$ cat src/rtl/note_sequencer.sv
// note_sequencer: note FIFO plus playback controller feeding the PWM tone generator.
// Each queued note {div, vol, dur_ms} is loaded, strobed into the generator, held
// for dur_ms milliseconds and followed by a fixed muted gap.
module note_sequencer #(
   parameter int DEPTH       = 8,
   parameter int CLKS_PER_MS = 100000,
   parameter int GAP_MS      = 10
) (
   input  logic                   clk,
   input  logic                   reset,
   input  logic                   enable,
   input  logic                   stop,
   input  logic                   wr_valid,
   output logic                   wr_ready,
   input  logic [31:0]            wr_div,
   input  logic [3:0]             wr_vol,
   input  logic [15:0]            wr_dur_ms,
   output logic [31:0]            clks_per_period,
   output logic [3:0]             volume,
   output logic                   new_period,
   output logic                   mute,
   output logic                   busy,
   output logic                   note_done,
   output logic [$clog2(DEPTH):0] fifo_count
);

   localparam int AW = $clog2(DEPTH);
   localparam int CW = AW + 1;
   localparam int PW = (CLKS_PER_MS > 1) ? $clog2(CLKS_PER_MS) : 1;
   localparam logic [PW-1:0] PRE_LAST   = PW'(CLKS_PER_MS - 1);
   localparam logic [15:0]   GAP_LAST   = 16'((GAP_MS > 0) ? GAP_MS - 1 : 0);
   localparam logic [CW-1:0] FULL_COUNT = CW'(DEPTH);

   typedef enum logic [1:0] {S_IDLE, S_LOAD, S_PLAY, S_GAP} state_t;

   // note storage, packed as {div, vol, dur}
   logic [51:0]   mem_q [DEPTH];
   logic [AW-1:0] wr_ptr_q, wr_ptr_d;
   logic [AW-1:0] rd_ptr_q, rd_ptr_d;
   logic [CW-1:0] count_q, count_d;
   logic          push, pop;

   logic [51:0]   head;
   logic [31:0]   head_div;
   logic [3:0]    head_vol;
   logic [15:0]   head_dur;

   state_t        state_q, state_d;
   logic [PW-1:0] pre_q, pre_d;
   logic [15:0]   ms_q, ms_d;
   logic          rest_q, rest_d;
   logic [31:0]   cpp_q, cpp_d;
   logic [3:0]    vol_q, vol_d;
   logic          np_q, np_d;
   logic          mute_q, mute_d;
   logic          busy_q, busy_d;
   logic          done_q, done_d;
   logic          last_tick;
   state_t        after_note;

   assign head     = mem_q[rd_ptr_q];
   assign head_div = head[51:20];
   assign head_vol = head[19:16];
   assign head_dur = head[15:0];

   // FIFO bookkeeping; stop flushes and overrides any push or pop in the same cycle
   always_comb begin
      push     = wr_valid && (count_q != FULL_COUNT) && !stop;
      pop      = (state_q == S_LOAD) && !stop;
      wr_ptr_d = wr_ptr_q + AW'(push);
      rd_ptr_d = rd_ptr_q + AW'(pop);
      count_d  = count_q + CW'(push) - CW'(pop);
      if (stop) begin
         wr_ptr_d = '0;
         rd_ptr_d = '0;
         count_d  = '0;
      end
   end

   // note RAM write port, no reset needed on the storage itself
   always_ff @(posedge clk) begin
      if (push) begin
         mem_q[wr_ptr_q] <= {wr_div, wr_vol, wr_dur_ms};
      end
   end

   // playback controller: next state, ms timing and next values of the registered outputs
   always_comb begin
      state_d    = state_q;
      pre_d      = pre_q;
      ms_d       = ms_q;
      rest_d     = rest_q;
      cpp_d      = cpp_q;
      vol_d      = vol_q;
      last_tick  = (pre_q == PRE_LAST) && (ms_q == 16'd0);
      after_note = (enable && (count_q != '0)) ? S_LOAD : S_IDLE;

      case (state_q)
         S_IDLE: begin
            if (enable && (count_q != '0)) state_d = S_LOAD;
         end
         S_LOAD: begin
            if (head_dur == 16'd0) begin
               state_d = S_IDLE;
            end else begin
               state_d = S_PLAY;
               pre_d   = '0;
               ms_d    = head_dur - 16'd1;
               rest_d  = (head_div == 32'd0);
               if (head_div != 32'd0) begin
                  cpp_d = head_div;
                  vol_d = head_vol;
               end
            end
         end
         S_PLAY, S_GAP: begin
            if (last_tick) begin
               if ((state_q == S_PLAY) && (GAP_MS > 0)) begin
                  state_d = S_GAP;
                  pre_d   = '0;
                  ms_d    = GAP_LAST;
               end else begin
                  state_d = after_note;
               end
            end else if (pre_q == PRE_LAST) begin
               pre_d = '0;
               ms_d  = ms_q - 16'd1;
            end else begin
               pre_d = pre_q + PW'(1);
            end
         end
         default: state_d = S_IDLE;
      endcase

      if (stop) state_d = S_IDLE;

      // outputs are computed from the state being entered so they line up with it
      np_d   = (state_q == S_LOAD) && (state_d == S_PLAY) && !rest_d;
      mute_d = !((state_d == S_PLAY) && !rest_d);
      busy_d = (state_d != S_IDLE);
      done_d = (state_d == S_PLAY) && (pre_d == PRE_LAST) && (ms_d == 16'd0);
   end

   // state, counters and output registers
   always_ff @(posedge clk) begin
      if (reset) begin
         state_q  <= S_IDLE;
         pre_q    <= '0;
         ms_q     <= '0;
         rest_q   <= 1'b0;
         cpp_q    <= '0;
         vol_q    <= '0;
         np_q     <= 1'b0;
         mute_q   <= 1'b1;
         busy_q   <= 1'b0;
         done_q   <= 1'b0;
         wr_ptr_q <= '0;
         rd_ptr_q <= '0;
         count_q  <= '0;
      end else begin
         state_q  <= state_d;
         pre_q    <= pre_d;
         ms_q     <= ms_d;
         rest_q   <= rest_d;
         cpp_q    <= cpp_d;
         vol_q    <= vol_d;
         np_q     <= np_d;
         mute_q   <= mute_d;
         busy_q   <= busy_d;
         done_q   <= done_d;
         wr_ptr_q <= wr_ptr_d;
         rd_ptr_q <= rd_ptr_d;
         count_q  <= count_d;
      end
   end

   assign wr_ready        = (count_q != FULL_COUNT);
   assign fifo_count      = count_q;
   assign clks_per_period = cpp_q;
   assign volume          = vol_q;
   assign new_period      = np_q;
   assign mute            = mute_q;
   assign busy            = busy_q;
   assign note_done       = done_q;

endmodule

$ cat config.mk
export PLATFORM = sky130hd
export DESIGN_NAME = note_sequencer
export DESIGN_NICKNAME = d
export VERILOG_FILES = /design/src/rtl/note_sequencer.sv
export SDC_FILE = /design/constraint.sdc
export NUM_CORES = 1
export LEC_CHECK = 0
export ABC_AREA = 1
export CAP_MARGIN = 20
export CORE_MARGIN = 8
export CORE_UTILIZATION = 30
export CTS_BUF_LIST = sky130_fd_sc_hd__clkbuf_16
export DETAILED_ROUTE_END_ITERATION = 12
export HOLD_SLACK_MARGIN = 0.06
export PLACE_DENSITY = 0.49
export SLEW_MARGIN = 0
export SYNTH_ARGS = -nofsm -noshare
export SYNTH_HDL_FRONTEND = slang
export SYNTH_SLANG_ARGS = --single-unit
$ cat constraint.sdc
create_clock -name clk -period 3.4 [get_ports clk]
set_input_delay 0.51 -clock clk [delete_from_list [all_inputs] [get_ports clk]]
set_output_delay 0.51 -clock clk [all_outputs]
set_load 0.03 [all_outputs]
Word-level counts from Yosys, hierarchy flattened
Memory sizes are Yosys's and may differ from the RTL's. A register that Yosys moved wholly into a read port is not among the register bits.
Index checks and enable logic that the tools add are counted.
- register bits: 86
- memory bits (writable): 416
- input bits: 57
- word-level logic and storage cells: 75
- memories: 1
- memories (memory ; depth ; width ; read ports ; clocked after Yosys merged registers in ; write ports ; line ; text):
    mem_q ; 8 ; 52 ; 1 ; 1 ; 1 ; 37 ; logic [51:0] mem_q [DEPTH];
- add/subtract/negate cells: 7
- equal/unequal tests: 7
- muxes and demuxes: 22
- bitwise gates (word level): 1
- reductions and logical operators: 24
- operators by type and width (operator ; number):
    $mux 17 ; 4
    $mux 16 ; 4
    $logic_not 16->1 ; 3
    $eq 17x17->1 const B ; 2
    $pmux 17 s2 ; 1
    $logic_not 32->1 ; 1
    $pmux 16 s2 ; 1
    $reduce_bool 32->1 ; 1
    $sub 16x1->16 const B ; 2
    $add 17x1->17 const B ; 1
    $logic_and 1x1->1 ; 10
    $mux 2 ; 5
    $add 3x1->3 ; 2
    $eq 2x2->1 const B ; 3
    $pmux 2 s3 ; 1
    $mux 1 ; 5
    $add 4x1->4 ; 1
    $ne 4x4->1 const B ; 1
    $reduce_bool 4->1 ; 1
    $reduce_or 2->1 ; 2
    $sub 4x1->4 ; 1
    $logic_not 1->1 ; 3
    $mux 3 ; 1
    $reduce_and 3->1 ; 1
    4 further kinds ; 4

Logic depth before layout (Yosys ltp)
Gate-level depths: netlist of run 1.
- depth in word-level cells: 10
- gate-level depth with buffers: 25
- gate-level depth less buffers: 21

Worst setup path before layout of run 1
No wires, ideal clock.
- path kind: reg-to-reg
- start point: register count_q[2], in the netlist fifo_count[2]
- end point: memory mem_q[0][0], enable pin
- arrival time: 3.763 ns
- data required time: 2.938 ns
- path slack: -0.825 ns
- stages on the path, launching flop included: 7
- buffers on the path: 0
- cells stage by stage: dfxtp_1 inv_1 ha_1 nand3_1 nand3_1 or2_2 nor2_1
- cells in the longest elaborated chain, start to end: 5
- RTL lines (element ; line ; text):
    start, declared ; 40 ; logic [CW-1:0] count_q, count_d;
    start signal, assigned ; 173 ; count_q <= count_d;
    $ne 4x4->1 ; - ;
    via wr_ready ; 14 ; output logic wr_ready,
    $logic_and 1x1->1 (2 in series) ; 68 ; push = wr_valid && (count_q != FULL_COUNT) && !stop;
    $mux 1 ; 82 ; if (push) begin
    $mux 1 (not written as such) ; 83 ; mem_q[wr_ptr_q] <= {wr_div, wr_vol, wr_dur_ms};
    end, declared ; 37 ;
The timed path passes the listed nets, and every way through them passes these cells.

==> impl_metrics.csv, run 1 <==
group,metric,value,unit
worst_setup_path,cp-start-kind,"flip-flop",
timing,hold_violations,0,
cells_and_area,final_common_cell,"nand2_1",
worst_setup_path,crit_fanout,50,
cells_and_area,drive_gt1_share,8.38,%
synthesis,synth_cells,2243,
clock_tree,cts_resized,0,
synthesis,synth_seq_cells,502,
synthesis,netlist_area,22200,sq um
worst_setup_path,cp_cell_sequence,"buf_12 -> buf_16 -> nand2_1 -> nand3_1 -> nand3_1 -> nand2_1 -> nand2_1 -> nor2_2 -> nand2_2 -> nor2_8 -> buf_6 -> nand2_1 -> nand2_1 -> nor2_1 -> nor2_1 -> nand2_1 -> nor2_1 -> nand3_1 -> nor2_1",
synthesis,synth_top_flop_cell,"edfxtp_1",
worst_setup_path,worst_path_dominant_cell_family,"simple AND/OR/NAND/NOR gates",
route,wl_per_cell,18.4,microns
synthesis,synth_cell_types,52,
timing,finalSetupViolations,0,
worst_setup_path,path_buf_inv,3,
worst_setup_path,worstSetupPathType,"reg2reg",
timing,fin_crit_sh,90.8,%
cells_and_area,fin_util,36.1,%
clock_tree,insertion_delay,0.62,ns
clock_tree,post-cts-setup-buffers,0,
placement,place_congestion,0.846,
cells_and_area,n_fill_cell,7218,
timing,tns,0,ns
route,drt_iter0_markers,1056,
timing,finalCriticalPeriod,3.09,ns
pwr,power.density,485,nW/um^2
timing,clock_skew,0.0214,ns
clock_tree,cts.hold.buffers_added,0,
route,antenna_left,0,
route,vias_per_cell,4.73,
route,routed-via-count,15900,
timing,timing.fmax,324,MHz
floorplan,die_width,288,microns
timing,slew_violations,0,
worst_setup_path,path_common_cell,"nand2_1",
floorplan,core,73100,sq um
placement,hpwl,38400,microns
floorplan,die_area,82900,sq um
pwr,power,12.8,mW
route,dr.pass1.iters,5,
global_route,grt_pass1_vias,15600,
global_route,grt_start_max_net_pins,59,
synthesis,avgSynthCellArea,9.89,sq um
clock_tree,clk_pin_slew_worst_paths,0.06,ns
synthesis,synth_area_leaders,"edfxtp_1 (56%), dfxtp_1 (7.8%), nand2_1 (7.7%)",
synthesis,ys_seq_area_share,64.1,%
worst_setup_path,slowest_stage,"dfxtp_4",
status,status,"finished clean",
synthesis,syn_nets,2315,
cells_and_area,syn_to_final_growth,18.9,%
global_route,grt_pass1_wl,94400,microns
synthesis,ys_warn_count,0,
floorplan,pin_count,102,
floorplan,num_rows,99,
pwr,leakage,10.0,nW
global_route,grt_use_total,14.7,%
clock_tree,cts_buffers,56,
clock_tree,cts.path.max_buffers,3,
global_route,antenna_found_initial,4,
pwr,ir_drop,305,uV
synthesis,synth_top_area_share,56.3,%
synthesis,synth_edf_count,416,
synthesis,synth_top_area_cell,"edfxtp_1",
hold_path,holdCritPathClass,"in2reg",
cells_and_area,final_nets,2435,
clock_tree,root_buffer,"clkbuf_16",
timing,worst_slew_pin_slew,0.649,ns
floorplan,start_util,30.4,%
floorplan,die_y,288,microns
worst_setup_path,endpoint_kind,"flip-flop",
timing,maxSlewHeadroom,56.6,%
clock_tree,cts_max_level,2,
worst_setup_path,cp.required,3.95,ns
route,wl,62000,microns
global_route,overflow,0,
run,maxCapViolations,0,
clock_tree,cts_tree,"yes",
synthesis,ys_async_sr_fraction,0,%
worst_setup_path,max_stage_delay,0.44,ns
placement,portBuffers,101,
clock_tree,cts.sinks,502,
timing,rsz0062_at_grt,"false",
cells_and_area,final_cell_mix,"nand2_1 (453), edfxtp_1 (416), nor2_1 (347)",
worst_setup_path,arrival,3.64,ns
route,drc,0,
metrics by stage:
step	hold WS [ns]	cells	worst slack [ns]	cell area (sq um)
2_1_floorplan	0.462	2243	-0.825	22200
5_1_grt	0.490	3370	0.00277	26400
3_5_place_dp	0.461	3264	0.257	24600
4_1_cts	0.436	3370	0.235	26400
3_3_place_gp	0.462	3264	0.284	24600
6_report	0.464	3372	0.314	26400
metal layers:
metal  GRT usage, %  share of wire [%]
met5              0              0.042
met2           24.0                 46
met4           4.18                2.4
met3           3.07                6.0
met1           19.6                 45
worst paths after layout:
kind,from,endpoint,slack [ns],cells after the start
worst max-delay path,rd_ptr_q[0],note_done,0.31,19
worst min-delay path,reset,pre_q[7],0.46,5
worst min register to register,clks_per_period[1],clks_per_period[1],0.47,2
worst max register to register,rd_ptr_q[0],note_done,0.31,19
power by group:
group / total [mW] / internal (mW) / switching, mW
sequential: 6.72 / 6.70 / 0.0170
combinational: 0.453 / 0.155 / 0.298
clock: 5.63 / 3.12 / 2.51
cells by family after synthesis:
family          Yosys count  share of synthesized area, %
xor+xnor                  9                         0.355
fa+ha+maj                15                         0.880
buf+inv                 329                          6.62
simple gates           1023                          19.1
flops                   502                          64.1
compound gates          365                          8.97
area by class of cell:
cell class / count / area [sq um] / area share, %
Sequential cell: 502 / 14200 / 53.9
Inverter: 224 / 848 / 3.22
Tap cell: 959 / 1200 / 4.55
Antenna cell: 2 / 5.00 / 0.0190
Multi-Input combinational cell: 1412 / 6570 / 24.9
Clock inverter: 49 / 279 / 1.06
Clock buffer: 57 / 1430 / 5.41
Timing Repair Buffer: 167 / 1830 / 6.92
sequential cells by signal (all words and copies together) (netlist names), 2 cells and up:
register         flops
rd_ptr_q             3
mem_q              416
pre_q               17
wr_ptr_q             3
fifo_count           4
volume               4
ms_q                16
state_q              2
clks_per_period     32
cell usage after synthesis (3+ instances only):
cell type,number
a21oi_1,72
a221oi_1,8
buf_1,9
buf_2,34
buf_4,18
buf_6,14
clkbuf_1,29
clkinv_1,3
dfxtp_1,86
edfxtp_1,416
ha_1,14
inv_1,217
nand2_1,453
nand2_2,17
nand3_1,145
nand4_1,14
nor2_1,355
nor2_2,8
nor2_4,3
nor3_1,7
o2111ai_1,4
o211ai_1,4
o21ai_0,134
o21ai_1,76
o22ai_1,55
or2_2,7
xor2_1,7
tightest hold or removal path: stages:
cell and delay (ns):
buf_2 0.09, inv_1 0.05, buf_4 0.23, nand2_1 0.11, nor2_1 0.04
Note: power is estimated with default switching activity, not from simulation.
==> run 2: changes to the inputs <==
PLACE_DENSITY = not set   (was 0.49)
PLACE_DENSITY_LB_ADDON = 0.05   (was not set)
SLEW_MARGIN = not set   (was 0)
==> run 2 against run 1 <==
Core utilization shrank 0.15 points. Wire length is 8.0% higher. Final cell count is 0.24% lower. Clock power grew 3%. Register-to-register slack better by 0.02 ns. Global-route usage up 1.2 points. First-iteration DRC count shrank 3.9%. Non-clock buffer count down 8. Sequential power barely moved. Critical path type unchanged. Critical endpoint unchanged.
==> impl_metrics.csv, run 2 (synthesis results as in run 1) <==
group,metric,value,unit
status,status,"finished clean",
floorplan,num_rows,99,
pwr,ir_drop,401,uV
pwr,power.density,494,nW/um^2
worst_setup_path,arrival,3.59,ns
pwr,switching_share,22.2,%
timing,hold_violations,0,
timing,finalCriticalPeriod,3.07,ns
worst_setup_path,cp_cell_sequence,"inv_8 -> buf_6 -> nand2_1 -> nand3_1 -> nand3_1 -> nand2_1 -> nand2_2 -> nor2_4 -> nand2_4 -> nor2_8 -> buf_6 -> a21oi_1 -> a21oi_1 -> nand2_1 -> nor2_1 -> nand3_1 -> nor2_1",
floorplan,die_y,288,microns
global_route,grt_pass1_wl,101000,microns
clock_tree,insertion_delay,0.64,ns
placement,placed_area,24500,sq um
global_route,antenna_found_initial,5,
worst_setup_path,reg2reg_from,"rd_ptr_q[0]",
timing,rsz0062_at_grt,"false",
clock_tree,cts.path.max_buffers,3,
floorplan,start_util,30.4,%
hold_path,hp-start,"reset",
worst_setup_path,worst_path_dominant_cell_family,"simple AND/OR/NAND/NOR gates",
timing,tns,0,ns
route,routed-via-count,16000,
pwr,p_seq_share,51.8,%
cells_and_area,largest_reg_flops,416,
timing,maxSlewHeadroom,51.8,%
global_route,grt_start_max_net_pins,108,
floorplan,pin_count,102,
placement,place_congestion,0.821,
global_route,overflow,0,
cells_and_area,final_nets,2428,
cells_and_area,drive_gt1_share,7.90,%
clock_tree,cts.sinks,502,
floorplan,die_width,288,microns
clock_tree,root_buffer,"clkbuf_16",
placement,place_inst,3255,
pwr,p_sw,2.88,mW
timing,finalSetupViolations,0,
timing,timing.fmax,326,MHz
timing,clock_skew,0.0553,ns
worst_setup_path,max_stage_delay,0.43,ns
route,drc,0,
route,antenna_left,0,
run,maxCapViolations,0,
worst_setup_path,crit_fanout,37,
worst_setup_path,cp.required,3.92,ns
placement,portBuffers,101,
global_route,grt_use_total,15.9,%
worst_setup_path,worstSetupPathType,"reg2reg",
cells_and_area,n_fill_cell,7398,
pwr,leakage,9.92,nW
pwr,power_frac_clock,44.6,%
pwr,p_int,10.1,mW
clock_tree,cts_tree,"yes",
cells_and_area,syn_to_final_growth,18.4,%
cells_and_area,top_register,"mem_q",
timing,worst_slew_pin_slew,0.721,ns
cells_and_area,layoutNonFillerInstCount,3364,
clock_tree,cts_buffers,57,
hold_path,hold_path_end,"clks_per_period[15]",
placement,hpwl,40800,microns
clock_tree,cts_max_level,2,
hold_path,hold_depth,5,
worst_setup_path,path_buf_inv,3,
global_route,grt_pass1_vias,16000,
cells_and_area,final_cell_mix,"nand2_1 (453), edfxtp_1 (416), nor2_1 (347)",
route,wl_per_cell,19.9,microns
pwr,power,13.0,mW
route,wl,67000,microns
route,vias_per_cell,4.77,
cells_and_area,design_area,26300,sq um
floorplan,core,73100,sq um
worst_setup_path,r2r_end,"note_done",
worst_setup_path,cp-start-kind,"flip-flop",
route,drt_iter0_markers,1015,
worst_setup_path,endpoint_kind,"flip-flop",
route,dr.pass1.iters,7,
timing,slew_violations,0,
worst_setup_path,slowest_stage,"dfxtp_4",
clock_tree,cts.hold.buffers_added,0,
pwr,pwr-share-comb,3.6,%
floorplan,die_area,82900,sq um
cells_and_area,final_common_cell,"nand2_1",
worst_setup_path,rr_worst_depth,17,
timing,fin_crit_sh,90.3,%
hold_path,holdCritPathClass,"in2reg",
worst_setup_path,reg2reg_slack,0.33,ns
clock_tree,clk_pin_slew_worst_paths,0.06,ns
run 2: cell types whose count changed in the layout (fill, tap and decap cells not counted), moves of 4 or more:
| cell | previous run | this run |
|---|---|---|
| inv_2 | 8 | 3 |
| buf_12 | 24 | 15 |
| clkinv_1 | 11 | 23 |
| clkinv_2 | 6 | 10 |
| inv_1 | 236 | 229 |
run 2: layout make-up:
class	instances	area (sq um)	share of cell area (%)
Sequential cell	502	14200	54.2
Multi-Input combinational cell	1412	6560	25.0
Timing Repair Buffer	159	1670	6.37
Clock buffer	58	1450	5.53
Tap cell	959	1200	4.57
Inverter	224	851	3.24
Clock inverter	49	300	1.14
Antenna cell	1	2.50	0.00953
run 2: worst max path at each step:
stage,startpoint,to,depth (start not counted)
floorplan,fifo_count[2],mem_q[0][0],6
global placement,rd_ptr_q[0],note_done,17
detailed placement,rd_ptr_q[0],note_done,17
CTS,rd_ptr_q[0],note_done,17
global route,rd_ptr_q[0],note_done,19
finish,rd_ptr_q[0],note_done,17
run 2: worst register-to-register path, cell delays in order, from the launching register on:
cell and delay, ns:
dfxtp_4 0.43, inv_8 0.23, buf_6 0.28, nand2_1 0.10, nand3_1 0.09, nand3_1 0.08
nand2_1 0.25, nand2_2 0.11, nor2_4 0.11, nand2_4 0.09, nor2_8 0.14, buf_6 0.25
a21oi_1 0.10, a21oi_1 0.17, nand2_1 0.09, nor2_1 0.17, nand3_1 0.14, nor2_1 0.13
run 2: layer usage:
metal | vias up | part of all wire (%) | wire length [microns] | GRT usage, %
li1 | 7805 | - | - | -
met4 | 6 | 2.2 | 1460 | 4.44
met2 | 312 | 48 | 31900 | 27.0
met1 | 7820 | 46 | 30900 | 21.0
met3 | 104 | 4.0 | 2690 | 2.57
met5 | - | 0.061 | 41 | 0
run 2: what timing repair did:
action	in CTS	in global routing
endpoints found under the setup margin	0	1
gates resized for setup	0	4
buffers inserted	0	0
run 2: power groups by stage:
| stage | clock network, mW | logic (mW) | registers [mW] |
|---|---|---|---|
| 2_1_floorplan | 0 | 0.193 | 6.86 |
| 3_3_place_gp | 0 | 0.481 | 6.85 |
| 3_5_place_dp | 0 | 0.481 | 6.85 |
| 4_1_cts | 5.98 | 0.482 | 6.72 |
| 5_1_grt | 6.20 | 0.523 | 6.72 |
| 6_report | 5.78 | 0.472 | 6.72 |
run 2: stage by stage:
step | hold WS (ns) | worst slack, ns | util, %
floorplan | 0.462 | -0.825 | -
global placement | 0.462 | 0.168 | 33.5
detailed placement | 0.462 | 0.139 | 33.5
CTS | 0.392 | 0.0657 | 35.9
global route | 0.436 | 0.0389 | 35.9
finish | 0.437 | 0.330 | 35.9
